<file path="src/rtl/vx_tlb_ptw.sv">
// Sv32-style page-table walker: one walk in flight, PTE reads over a
// valid/ready memory port, translations out on the TLB update channel.
`ifndef XLEN
`define XLEN 32
`endif

module vx_tlb_ptw #(
  parameter int unsigned LEVELS       = 2,
  parameter int unsigned VPN_SEG_BITS = 10,
  parameter int unsigned PTE_BYTES    = 4
) (
  input  logic               clk,
  input  logic               reset,
  input  logic [`XLEN-13:0]  satp_ppn,
  input  logic               tlb_miss_valid,
  input  logic [`XLEN-13:0]  tlb_miss_vpn,
  output logic               tlb_miss_ready,
  output logic               tlb_update_valid,
  output logic [`XLEN-13:0]  tlb_update_vpn,
  output logic [`XLEN-13:0]  tlb_update_ppn,
  input  logic               tlb_update_ready,
  output logic               mem_req_valid,
  output logic [`XLEN-1:0]   mem_req_addr,
  input  logic               mem_req_ready,
  input  logic               mem_rsp_valid,
  input  logic [31:0]        mem_rsp_data,
  output logic               mem_rsp_ready,
  output logic               fault_valid,
  output logic [`XLEN-13:0]  fault_vpn,
  output logic               busy
);

  localparam int unsigned XLEN    = `XLEN;
  localparam int unsigned PPN_W   = XLEN - 12;
  localparam int unsigned LVL_W   = (LEVELS > 1) ? $clog2(LEVELS) : 1;
  localparam int unsigned PTE_SHF = $clog2(PTE_BYTES);

  typedef enum logic [2:0] {
    IDLE,
    REQ,
    WAIT,
    UPDATE,
    FAULT
  } state_t;

  state_t             state_q, state_d;
  logic [PPN_W-1:0]   vpn_q, vpn_d;
  logic [PPN_W-1:0]   base_q, base_d;
  logic [LVL_W-1:0]   level_q, level_d;
  logic               mem_req_valid_q, mem_req_valid_d;
  logic [XLEN-1:0]    mem_req_addr_q, mem_req_addr_d;
  logic               tlb_update_valid_q, tlb_update_valid_d;
  logic [PPN_W-1:0]   tlb_update_vpn_q, tlb_update_vpn_d;
  logic [PPN_W-1:0]   tlb_update_ppn_q, tlb_update_ppn_d;
  logic               fault_valid_q, fault_valid_d;
  logic [PPN_W-1:0]   fault_vpn_q, fault_vpn_d;

  logic [PPN_W-1:0]   pte_ppn;
  logic               pte_v, pte_r, pte_w, pte_x, pte_leaf;
  logic               misaligned;
  logic [PPN_W-1:0]   leaf_ppn;
  logic               unused_pte_bits;

  // PTE address for a given table base, VPN and level
  function automatic logic [XLEN-1:0] pte_addr(input logic [PPN_W-1:0] base,
                                               input logic [PPN_W-1:0] vpn,
                                               input logic [LVL_W-1:0] lvl);
    logic [VPN_SEG_BITS-1:0] seg;
    seg = '0;
    for (int unsigned i = 0; i < LEVELS; i++) begin
      if (i == 32'(lvl)) seg = vpn[i*VPN_SEG_BITS +: VPN_SEG_BITS];
    end
    return {base, 12'b0} + (XLEN'(seg) << PTE_SHF);
  endfunction

  assign pte_ppn  = mem_rsp_data[XLEN-3:10];
  assign pte_v    = mem_rsp_data[0];
  assign pte_r    = mem_rsp_data[1];
  assign pte_w    = mem_rsp_data[2];
  assign pte_x    = mem_rsp_data[3];
  assign pte_leaf = pte_r | pte_x;
  assign unused_pte_bits = ^{mem_rsp_data[31:XLEN-2], mem_rsp_data[9:4]};

  // Superpage alignment check and VPN fill of the low PPN segments
  always_comb begin
    misaligned = 1'b0;
    leaf_ppn   = pte_ppn;
    for (int unsigned j = 0; j < LEVELS; j++) begin
      if (j < 32'(level_q)) begin
        if (pte_ppn[j*VPN_SEG_BITS +: VPN_SEG_BITS] != '0) misaligned = 1'b1;
        leaf_ppn[j*VPN_SEG_BITS +: VPN_SEG_BITS] = vpn_q[j*VPN_SEG_BITS +: VPN_SEG_BITS];
      end
    end
  end

  always_comb begin
    state_d            = state_q;
    vpn_d              = vpn_q;
    base_d             = base_q;
    level_d            = level_q;
    mem_req_valid_d    = mem_req_valid_q;
    mem_req_addr_d     = mem_req_addr_q;
    tlb_update_valid_d = tlb_update_valid_q;
    tlb_update_vpn_d   = tlb_update_vpn_q;
    tlb_update_ppn_d   = tlb_update_ppn_q;
    fault_valid_d      = 1'b0;
    fault_vpn_d        = fault_vpn_q;

    case (state_q)
      IDLE: begin
        if (tlb_miss_valid) begin
          vpn_d           = tlb_miss_vpn;
          base_d          = satp_ppn;
          level_d         = LVL_W'(LEVELS - 1);
          mem_req_valid_d = 1'b1;
          mem_req_addr_d  = pte_addr(satp_ppn, tlb_miss_vpn, LVL_W'(LEVELS - 1));
          state_d         = REQ;
        end
      end
      REQ: begin
        if (mem_req_ready) begin
          mem_req_valid_d = 1'b0;
          state_d         = WAIT;
        end
      end
      WAIT: begin
        if (mem_rsp_valid) begin
          if (!pte_v || (!pte_r && pte_w)) begin
            fault_valid_d = 1'b1;
            fault_vpn_d   = vpn_q;
            state_d       = FAULT;
          end else if (pte_leaf) begin
            if (misaligned) begin
              fault_valid_d = 1'b1;
              fault_vpn_d   = vpn_q;
              state_d       = FAULT;
            end else begin
              tlb_update_valid_d = 1'b1;
              tlb_update_vpn_d   = vpn_q;
              tlb_update_ppn_d   = leaf_ppn;
              state_d            = UPDATE;
            end
          end else if (level_q == '0) begin
            fault_valid_d = 1'b1;
            fault_vpn_d   = vpn_q;
            state_d       = FAULT;
          end else begin
            base_d          = pte_ppn;
            level_d         = level_q - 1'b1;
            mem_req_valid_d = 1'b1;
            mem_req_addr_d  = pte_addr(pte_ppn, vpn_q, level_q - 1'b1);
            state_d         = REQ;
          end
        end
      end
      UPDATE: begin
        if (tlb_update_ready) begin
          tlb_update_valid_d = 1'b0;
          state_d            = IDLE;
        end
      end
      FAULT: begin
        state_d = IDLE;
      end
      default: state_d = IDLE;
    endcase
  end

  always_ff @(posedge clk) begin
    if (!reset) begin
      state_q            <= IDLE;
      vpn_q              <= '0;
      base_q             <= '0;
      level_q            <= '0;
      mem_req_valid_q    <= 1'b0;
      mem_req_addr_q     <= '0;
      tlb_update_valid_q <= 1'b0;
      tlb_update_vpn_q   <= '0;
      tlb_update_ppn_q   <= '0;
      fault_valid_q      <= 1'b0;
      fault_vpn_q        <= '0;
    end else begin
      state_q            <= state_d;
      vpn_q              <= vpn_d;
      base_q             <= base_d;
      level_q            <= level_d;
      mem_req_valid_q    <= mem_req_valid_d;
      mem_req_addr_q     <= mem_req_addr_d;
      tlb_update_valid_q <= tlb_update_valid_d;
      tlb_update_vpn_q   <= tlb_update_vpn_d;
      tlb_update_ppn_q   <= tlb_update_ppn_d;
      fault_valid_q      <= fault_valid_d;
      fault_vpn_q        <= fault_vpn_d;
    end
  end

  assign tlb_miss_ready   = (state_q == IDLE);
  assign mem_rsp_ready    = (state_q == IDLE) || (state_q == WAIT);
  assign busy             = (state_q != IDLE);
  assign mem_req_valid    = mem_req_valid_q;
  assign mem_req_addr     = mem_req_addr_q;
  assign tlb_update_valid = tlb_update_valid_q;
  assign tlb_update_vpn   = tlb_update_vpn_q;
  assign tlb_update_ppn   = tlb_update_ppn_q;
  assign fault_valid      = fault_valid_q;
  assign fault_vpn        = fault_vpn_q;

endmodule

</file>
<file path="config.mk">
export PLATFORM = sky130hd
export DESIGN_NAME = vx_tlb_ptw
export DESIGN_NICKNAME = d
export VERILOG_FILES = /design/src/rtl/vx_tlb_ptw.sv
export SDC_FILE = /design/constraint.sdc
export NUM_CORES = 1
export LEC_CHECK = 0
export ABC_AREA = 1
export CAP_MARGIN = 20
export CORE_UTILIZATION = 30
export CTS_CLUSTER_DIAMETER = 50
export DETAILED_ROUTE_END_ITERATION = 6
export PLACE_DENSITY = 0.64
export SETUP_SLACK_MARGIN = 0.02
export SLEW_MARGIN = 5
export SYNTH_ARGS = -nofsm -noshare
export SYNTH_HDL_FRONTEND = slang
export SYNTH_SLANG_ARGS = --single-unit
</file>
<file path="constraint.sdc">
create_clock -name clk -period 4.6 [get_ports clk]
set_clock_uncertainty 0.1 [all_clocks]
set_input_delay 0.69 -clock clk [delete_from_list [all_inputs] [get_ports clk]]
set_output_delay 0.69 -clock clk [all_outputs]
set_load 0.01 [all_outputs]
</file>
After elaboration in Yosys (flattened, before gate mapping)
Cells that the tools add are included.
{ "totals": {"reg_bits": 119, "latchBits": 0, "ramBits": 0, "mem_bits_ro": 0, "output_inout_bits": 98, "mem_count": 0} }
{ "op_classes": {"add_sub_neg": 3, "n_mul": 0, "n_div": 0, "n_lt_le_gt_ge": 1, "n_eq_ne": 14, "shift": 0, "n_mux": 52, "bitwise_logic": 3, "n_reduce_logical": 20} }
{ "op_table": {"columns": ["cell", "n"], "rows": [
  ["32-bit 2-to-1 mux", 5],
  ["10-bit 2-to-1 mux", 9],
  ["20-bit 2-to-1 mux", 4],
  ["32-bit by 12-bit adder with 32-bit output", 2],
  ["32-bit case mux with 2 select lines", 1],
  ["3-bit 2-to-1 mux", 8],
  ["1-bit 2-to-1 mux", 21],
  ["2-bit inequality test (second input constant)", 9],
  ["3-bit case mux with 4 select lines", 1],
  ["6-bit AND reduction", 2],
  ["5-bit AND reduction", 2],
  ["10-bit nonzero test", 1],
  ["4-bit AND reduction", 2],
  ["7-bit AND reduction", 1],
  ["3-bit by 2-bit == test with 1-bit output (second input constant)", 2],
  ["3-bit by 1-bit inequality test with 1-bit output (second input constant)", 2],
  ["3-bit nonzero test", 2],
  ["1-bit case mux with 2 select lines", 2],
  ["2-bit nonzero test", 2],
  ["3-bit by 1-bit == test with 1-bit output (second input constant)", 1],
  ["3-bit logical NOT", 1],
  ["1-bit case mux with 3 select lines", 1],
  ["3-bit AND reduction", 1],
  ["1-bit logical NOT", 2],
  ["other kinds (7)", 9]
]} }

Depth between registers and ports, before layout
Gate-level depths: netlist of run 1.
{ "logic_depth": {"word_depth": 13, "depth_mapped": 12, "ltp_nobuf": 11} }

Least setup slack after synthesis of run 1
OpenSTA, ideal clock, no wires.
{ "synth_path": {"path_kind": "input to register", "startpoint": "input mem_rsp_data[3]", "endpoint": "register mem_req_addr_q[22], in the netlist mem_req_addr[22]", "t_arrival_ns": 1.700, "t_required_ns": 4.387, "path_slack_ns": 2.687, "cell_stages": 8, "cell_sequence": "or2_1 > o21ai_2 > nand2_2 > nor2_4 > inv_2 > buf_2 > nor2_1 > nor2_1"} }
{ "synth_between": {"elab_chain_cells": 3} }
{ "synth_lines": {"columns": ["element", "line", "rtl"], "rows": [
  ["start, declared", "26", "input logic [31:0] mem_rsp_data,"],
  ["1-bit OR", "81", "assign pte_leaf = pte_r | pte_x;"],
  ["2-bit inequality test (no line)", null, null],
  ["6-bit AND reduction (no line)", null, null],
  ["end signal, assigned", "188", "mem_req_addr_q <= mem_req_addr_d;"],
  ["end, declared", "51", "logic [XLEN-1:0] mem_req_addr_q, mem_req_addr_d;"]
]} }
Every way passes these cells.
A chain may end at the register's enable or synchronous reset.

Final worst setup path of run 1
{ "layout_path": {"startpoint": "register state_q[1]", "endpoint": "register tlb_update_vpn_q[6], in the netlist tlb_update_vpn[6]"} }
{ "layout_between": {"elab_chain_cells": 2} }
{ "layout_lines": {"columns": ["element", "line", "rtl"], "rows": [
  ["start, declared", "46", "state_t state_q, state_d;"],
  ["start signal, assigned", "183", "state_q <= state_d;"],
  ["3-bit by 2-bit == test with 1-bit output", null, null],
  ["5-bit AND reduction (no line)", null, null],
  ["end signal, assigned", "190", "tlb_update_vpn_q <= tlb_update_vpn_d;"],
  ["end, declared", "53", "logic [PPN_W-1:0] tlb_update_vpn_q, tlb_update_vpn_d;"]
]} }
Every way passes these cells.

==> impl_metrics.yaml, run 1 <==
run_status:
  outcome: "finished, final reports clean"
cts:
  cts-root-buf: "clkbuf_16"
  htree_levels: 4
  clkSinkCount: 117
  cts_tree: "done"
  cts-buffers-inserted: 17
  clk_latency_ns: 0.41
  cts_max_path_buffers: 2
  path_clk_slew_ns: 0.06
  cts_resized: 0
  cts_hold_buf: 0
  postCtsSetupBuffers: 0
job:
  drv_cap: 0
critical_path:
  slowest_stage: "nor2_2"
  crit_type: "reg -> reg"
  worstPathCellList: "inv_2 -> nor2_2 -> nand2_2 -> nor2_4 -> nand3_2 -> nand2_1 -> a21oi_1"
  worstReg2RegStart: "state_q[1]"
  endpoint_kind: "register"
  crit_path_start_kind: "register"
  crit_fanout: 40
  reg2reg_slack_ns: 1.82
  crit_required_ns: 4.76
  r2r-end: "tlb_update_vpn[6]"
  ff2ff_path_depth: 7
  slowest_delay_ns: 0.70
  crit_arrival_ns: 2.94
synthesis:
  avgSynthCellArea_um2: 7.091
  yosysUniqueCellTypes: 25
  syn_area_um2: 5077
  synthSimpleGateAreaFrac_pct: 27.43
  synth-warning-count: 0
  synth_xor_xnor_area_share_pct: 0
  synth_compound_area_share_pct: 16.88
  synth_top_family_by_area: "simple AND/OR/NAND/NOR gates"
  synth_fa_ha_area_share_pct: 0
  ys_seq_elements: 117
  synth_mux_area_share_pct: 0
  synth_seq_area_share_pct: 46.13
  syn_inst: 716
routing:
  drcViolationCount: 0
  avgViaCountPerCell: 4.792
  drtIter0Drc: 429
  detail-route-antenna-nets: 0
  wl_per_cell_um: 15.62
  via_count: 5190
  dr.pass1.iters: 5
  wirelength_um: 16920
floorplan:
  core_area_um2: 16520
  die_w_um: 132.1
  rows: 47
  start_util_pct: 30.73
  fp.dieH_um: 132.1
  die-area_um2: 17450
  ios: 176
sta:
  hold_viol: 0
  max_freq_ghz: 0.3601
  worst_pin_slew_ns: 0.9052
  period_share_pct: 60.36
  post-route-min-period_ns: 2.777
  setup_ws_ns: 1.823
  slew_violations: 0
  rsz0062_at_grt: "false"
  fin_tns_setup_ns: 0
  max-slew-margin-rel_pct: 39.58
  setup_viol: 0
finish:
  final_cells: 1083
  nFillCells: 1702
  final_common_cell: "clkdlybuf4s50_1"
  regArea_um2: 2342
  area_delta_synth_final_pct: 45.47
  fin_nets: 928
  multi_input_area_um2: 2267
  layout-drive-gt1-share_pct: 6.721
  antenna_cells: 0
  mostFrequentLayoutCells: "clkdlybuf4s50_1 (163), nand2_1 (147), dfxtp_1 (117)"
worst_hold_path:
  hp-start: "tlb_update_ppn[9]"
  min_delay_path_depth: 2
  whs_endpoint: "tlb_update_ppn[9]"
  hold_path.class: "reg -> reg"
placed_design:
  place_ws_ns: 1.654
  dpl.cell_count: 1051
  io_buffer_count: 165
  place.gp.congestion: 0.8198
  dp_hpwl_um: 11790
global_routing:
  grt.overflow.total: 0
  antenna_found_initial: 0
  grt_max_degree: 47
  grt_pass1_vias: 4855
  grtUsageTotal_pct: 19.75
  grt_pass1_wl_um: 26580
power_and_ir_drop:
  ir_drop_mv: 0.2659
  powerDensity_nw_per_um2: 473.7
  p_leak_uw: 0.002869
-- worst max path at each step --
| stage | from | end |
|---|---|---|
| floorplan | mem_rsp_data[3] | mem_req_addr[22] |
| global placement | mem_rsp_data[1] | tlb_update_vpn[14] |
| detailed placement | mem_rsp_data[1] | tlb_update_vpn[6] |
| CTS | state_q[1] | tlb_update_ppn[6] |
| global route | state_q[1] | tlb_update_vpn[15] |
| finish | state_q[1] | tlb_update_vpn[6] |
-- state kept, by name, summed over array words and instances, names as in the netlist --
name,flops
fault_vpn,20
mem_req_valid,1
vpn_q,20
tlb_update_ppn,20
mem_req_addr,30
tlb_update_valid,1
tlb_update_vpn,20
state_q,3
fault_valid,1
level_q,1
-- power breakdown --
| group | switching [uW] | total, uW | internal (uW) |
|---|---|---|---|
| clock | 452 | 1400 | 946 |
| combinational | 486 | 855 | 369 |
| sequential | 97.7 | 1250 | 1150 |
-- per-layer routing --
metal,vias up,part of all wire [%],wire length [um],GRT usage (%)
met5,-,0,0,0
met4,0,2.4,408,8.204
met3,30,6.7,1125,5.075
met2,163,44,7514,29.84
met1,2372,47,7868,26.63
li1,2625,-,-,-
-- Yosys cell counts (all sizes together) --
cell	count	area [um^2]
nand4	40	250.2
inv	46	172.7
o21ai	82	414.2
nand3	29	150.1
buf	33	211.5
nand2	151	576.8
o21bai	1	11.26
conb	1	3.750
nor2	101	399.1
dfxtp	117	2342
o22ai	1	6.260
a21oi	85	425.4
nor3	2	10.01
or2	1	6.260
clkbuf	26	97.59
-- cell families (layout without fill, tap and decap cells) --
group,after synthesis,after routing
AND/OR/NAND/NOR,324,324
flip-flops,117,117
AO/OA/AOI/OAI,169,169
other,1,2
buffers and inverters,105,251
-- worst max-delay path: cells and delay by family, from the launching register on --
family	cells	cell delay, ns
and+or+nand+nor	5	1.91
buffers and inverters	1	0.07
AOI/OAI and AO/OA	1	0.09
DFF	1	0.44
-- cell type report --
| cell class | instances | share of cell area [%] |
|---|---|---|
| Clock buffer | 23 | 6.471 |
| Inverter | 46 | 2.338 |
| Clock inverter | 9 | 2.016 |
| Tap cell | 220 | 3.727 |
| Multi-Input combinational cell | 495 | 30.70 |
| Sequential cell | 117 | 31.71 |
| Timing Repair Buffer | 173 | 23.04 |
-- per-stage QoR --
stage                     cell area (um^2)  power (uW)  hold WS (ns)  util (%)
after global routing                  7386        3680        0.3676     44.70
after CTS                             7386        3527        0.3595     44.70
after floorplan                       5081        1723        0.3448         -
final                                 7386        3499        0.3584     44.70
after detailed placement              6759        2119        0.3530     40.90
after global placement                6759        2116        0.3484     40.90
Power figures use the tool's default switching activity.
==> run 2: changes to the inputs <==
Settings changed: PLACE_DENSITY 0.64 to 0.66.
Clock period 4.6 ns to 2.3 ns, I/O delays scaled along.
==> run 2 against run 1 <==
First-iteration DRC count up 3.7%. Power increased by 98%. Highest routed layer unchanged. Largest power group unchanged. Sequential share of layout area decreased by 0.70 points. Cell count up 1.4%. Worst setup slack got worse by 1.7 ns. Core utilization increased by 1.0 points. Global-route usage shrank 0.23 points. Clock power is 82% higher. Hold slack worse by 0.015 ns. Sequential cell count unchanged. Register-to-register slack got worse by 1.4 ns.
==> impl_metrics.yaml, run 2 (synthesis results as in run 1) <==
worst_hold_path:
  min_delay_path_depth: 6
  hp-start: "mem_rsp_valid"
  whs_endpoint: "state_q[1]"
  hold_path.class: "in -> reg"
finish:
  final_common_cell: "clkdlybuf4s50_1"
  layout-drive-gt1-share_pct: 8.656
  area_delta_synth_final_pct: 48.74
  antenna_cells: 0
  largest_reg_flops: 30
  fin_nets: 943
  mostFrequentLayoutCells: "clkdlybuf4s50_1 (163), nand2_1 (147), dfxtp_1 (117)"
  final_area_um2: 7552
  finish.utilization_pct: 45.70
global_routing:
  grt_max_degree: 72
  grt.overflow.total: 0
  use_met1_pct: 25.54
  grt.busiest_layer: "met2"
  grt_pass1_vias: 4883
  grtUsageMet3_pct: 5.575
  grtUsageTotal_pct: 19.52
  grt_pass1_wl_um: 26320
  grt_use_met2_pct: 29.72
  antenna_found_initial: 0
floorplan:
  ios: 176
  die-area_um2: 17450
  die_w_um: 132.1
  fp.dieH_um: 132.1
  core_area_um2: 16520
  start_util_pct: 30.73
  rows: 47
routing:
  drcViolationCount: 0
  via_count: 5182
  detail-route-antenna-nets: 0
  wirelength_um: 16960
  dr.pass1.iters: 6
  drtIter0Drc: 445
  avgViaCountPerCell: 4.719
  wl_per_cell_um: 15.44
critical_path:
  worstReg2RegStart: "state_q[1]"
  crit_type: "reg -> out"
  r2r-end: "mem_req_addr[17]"
  ff2ff_path_depth: 11
  crit_path_start_kind: "register"
  endpoint_kind: "output pin"
  crit_fanout: 4
  critPathLaunch: "state_q[0]"
  reg2reg_slack_ns: 0.40
  crit_required_ns: 1.86
  crit_arrival_ns: 1.72
cts:
  clkSinkCount: 117
  postCtsSetupBuffers: 0
  cts_tree: "done"
  cts-buffers-inserted: 17
  clk_latency_ns: 0.41
  cts_max_path_buffers: 2
  path_clk_slew_ns: 0.06
  cts-root-buf: "clkbuf_16"
  htree_levels: 4
sta:
  rsz0062_at_grt: "false"
  post-route-min-period_ns: 2.160
  fin_tns_setup_ns: 0
  worst_pin_slew_ns: 0.8253
  period_share_pct: 93.93
  hold_viol: 0
  max_freq_ghz: 0.4629
  max-slew-margin-rel_pct: 44.90
  slew_violations: 0
  setup_viol: 0
power_and_ir_drop:
  p_leak_uw: 0.002944
  ir_drop_mv: 0.5353
  powerDensity_nw_per_um2: 915.4
run_status:
  outcome: "finished, final reports clean"
job:
  drv_cap: 0
placed_design:
  dpl_cell_area_um2: 6972
  io_buffer_count: 165
  place.gp.congestion: 0.8370
  dp_hpwl_um: 12280
[run 2: final cells by class]
type	count	area (um^2)
Multi-Input combinational cell	495	2272
Tap cell	220	275.3
Sequential cell	117	2342
Fill cell	1646	8972
Clock buffer	19	452.9
Inverter	46	172.7
Clock inverter	13	122.6
Timing Repair Buffer	188	1914
[run 2: where the power goes]
part | total (uW) | internal (uW) | switching, uW | leakage (uW)
Sequential | 2480 | 2300 | 186 | 0.000956
Clock | 2550 | 1560 | 998 | 0.000273
Combinational | 1880 | 872 | 1010 | 0.00172
[run 2: how the worst max path moves through the flow]
stage | endpoint | slack [ns] | cells after the start
after global routing | busy | 0.07 | 5
after CTS | busy | 0.08 | 5
after floorplan | mem_req_addr[22] | 0.73 | 8
after detailed placement | fault_vpn[12] | 0.08 | 9
after global placement | fault_vpn[5] | 0.09 | 9
final | busy | 0.14 | 5
[run 2: timing repair]
action / in CTS / in global routing
hold buffers: 0 / 0
setup endpoints to repair: 0 / 1
endpoints found under the hold margin: 0 / 0
resized for setup: 0 / 1
[run 2: routing by layer]
metal / wire (um) / part of all wire (%) / vias up
li1: - / - / 2653
met1: 7925 / 47 / 2335
met2: 7463 / 44 / 169
met3: 1130 / 6.7 / 25
met4: 436 / 2.6 / 0
met5: 0 / 0 / -
[run 2: metrics by stage]
| stage | cells | hold WS [ns] | power, uW | setup slack [ns] |
|---|---|---|---|---|
| after floorplan | 717 | 0.3448 | 3447 | 0.7316 |
| after global placement | 1066 | 0.3464 | 4375 | 0.09268 |
| after detailed placement | 1066 | 0.3491 | 4383 | 0.07784 |
| after CTS | 1098 | 0.3258 | 6965 | 0.08256 |
| after global routing | 1098 | 0.3728 | 7245 | 0.06662 |
| final | 1098 | 0.3430 | 6913 | 0.1397 |
[run 2: critical path: stages (launching register included)]
cell and delay [ns]:
dfxtp_1 0.38, inv_2 0.07, nand2_2 0.13, nor2_4 0.06
inv_1 0.10, clkdlybuf4s50_1 0.57
==> run 3: changes to the inputs <==
Settings changed: HOLD_SLACK_MARGIN set to 0.15, SLEW_MARGIN 5 to 20.
==> results of run 3 <==
No change in the layout: final DEF, timing and power equal those of run 2.
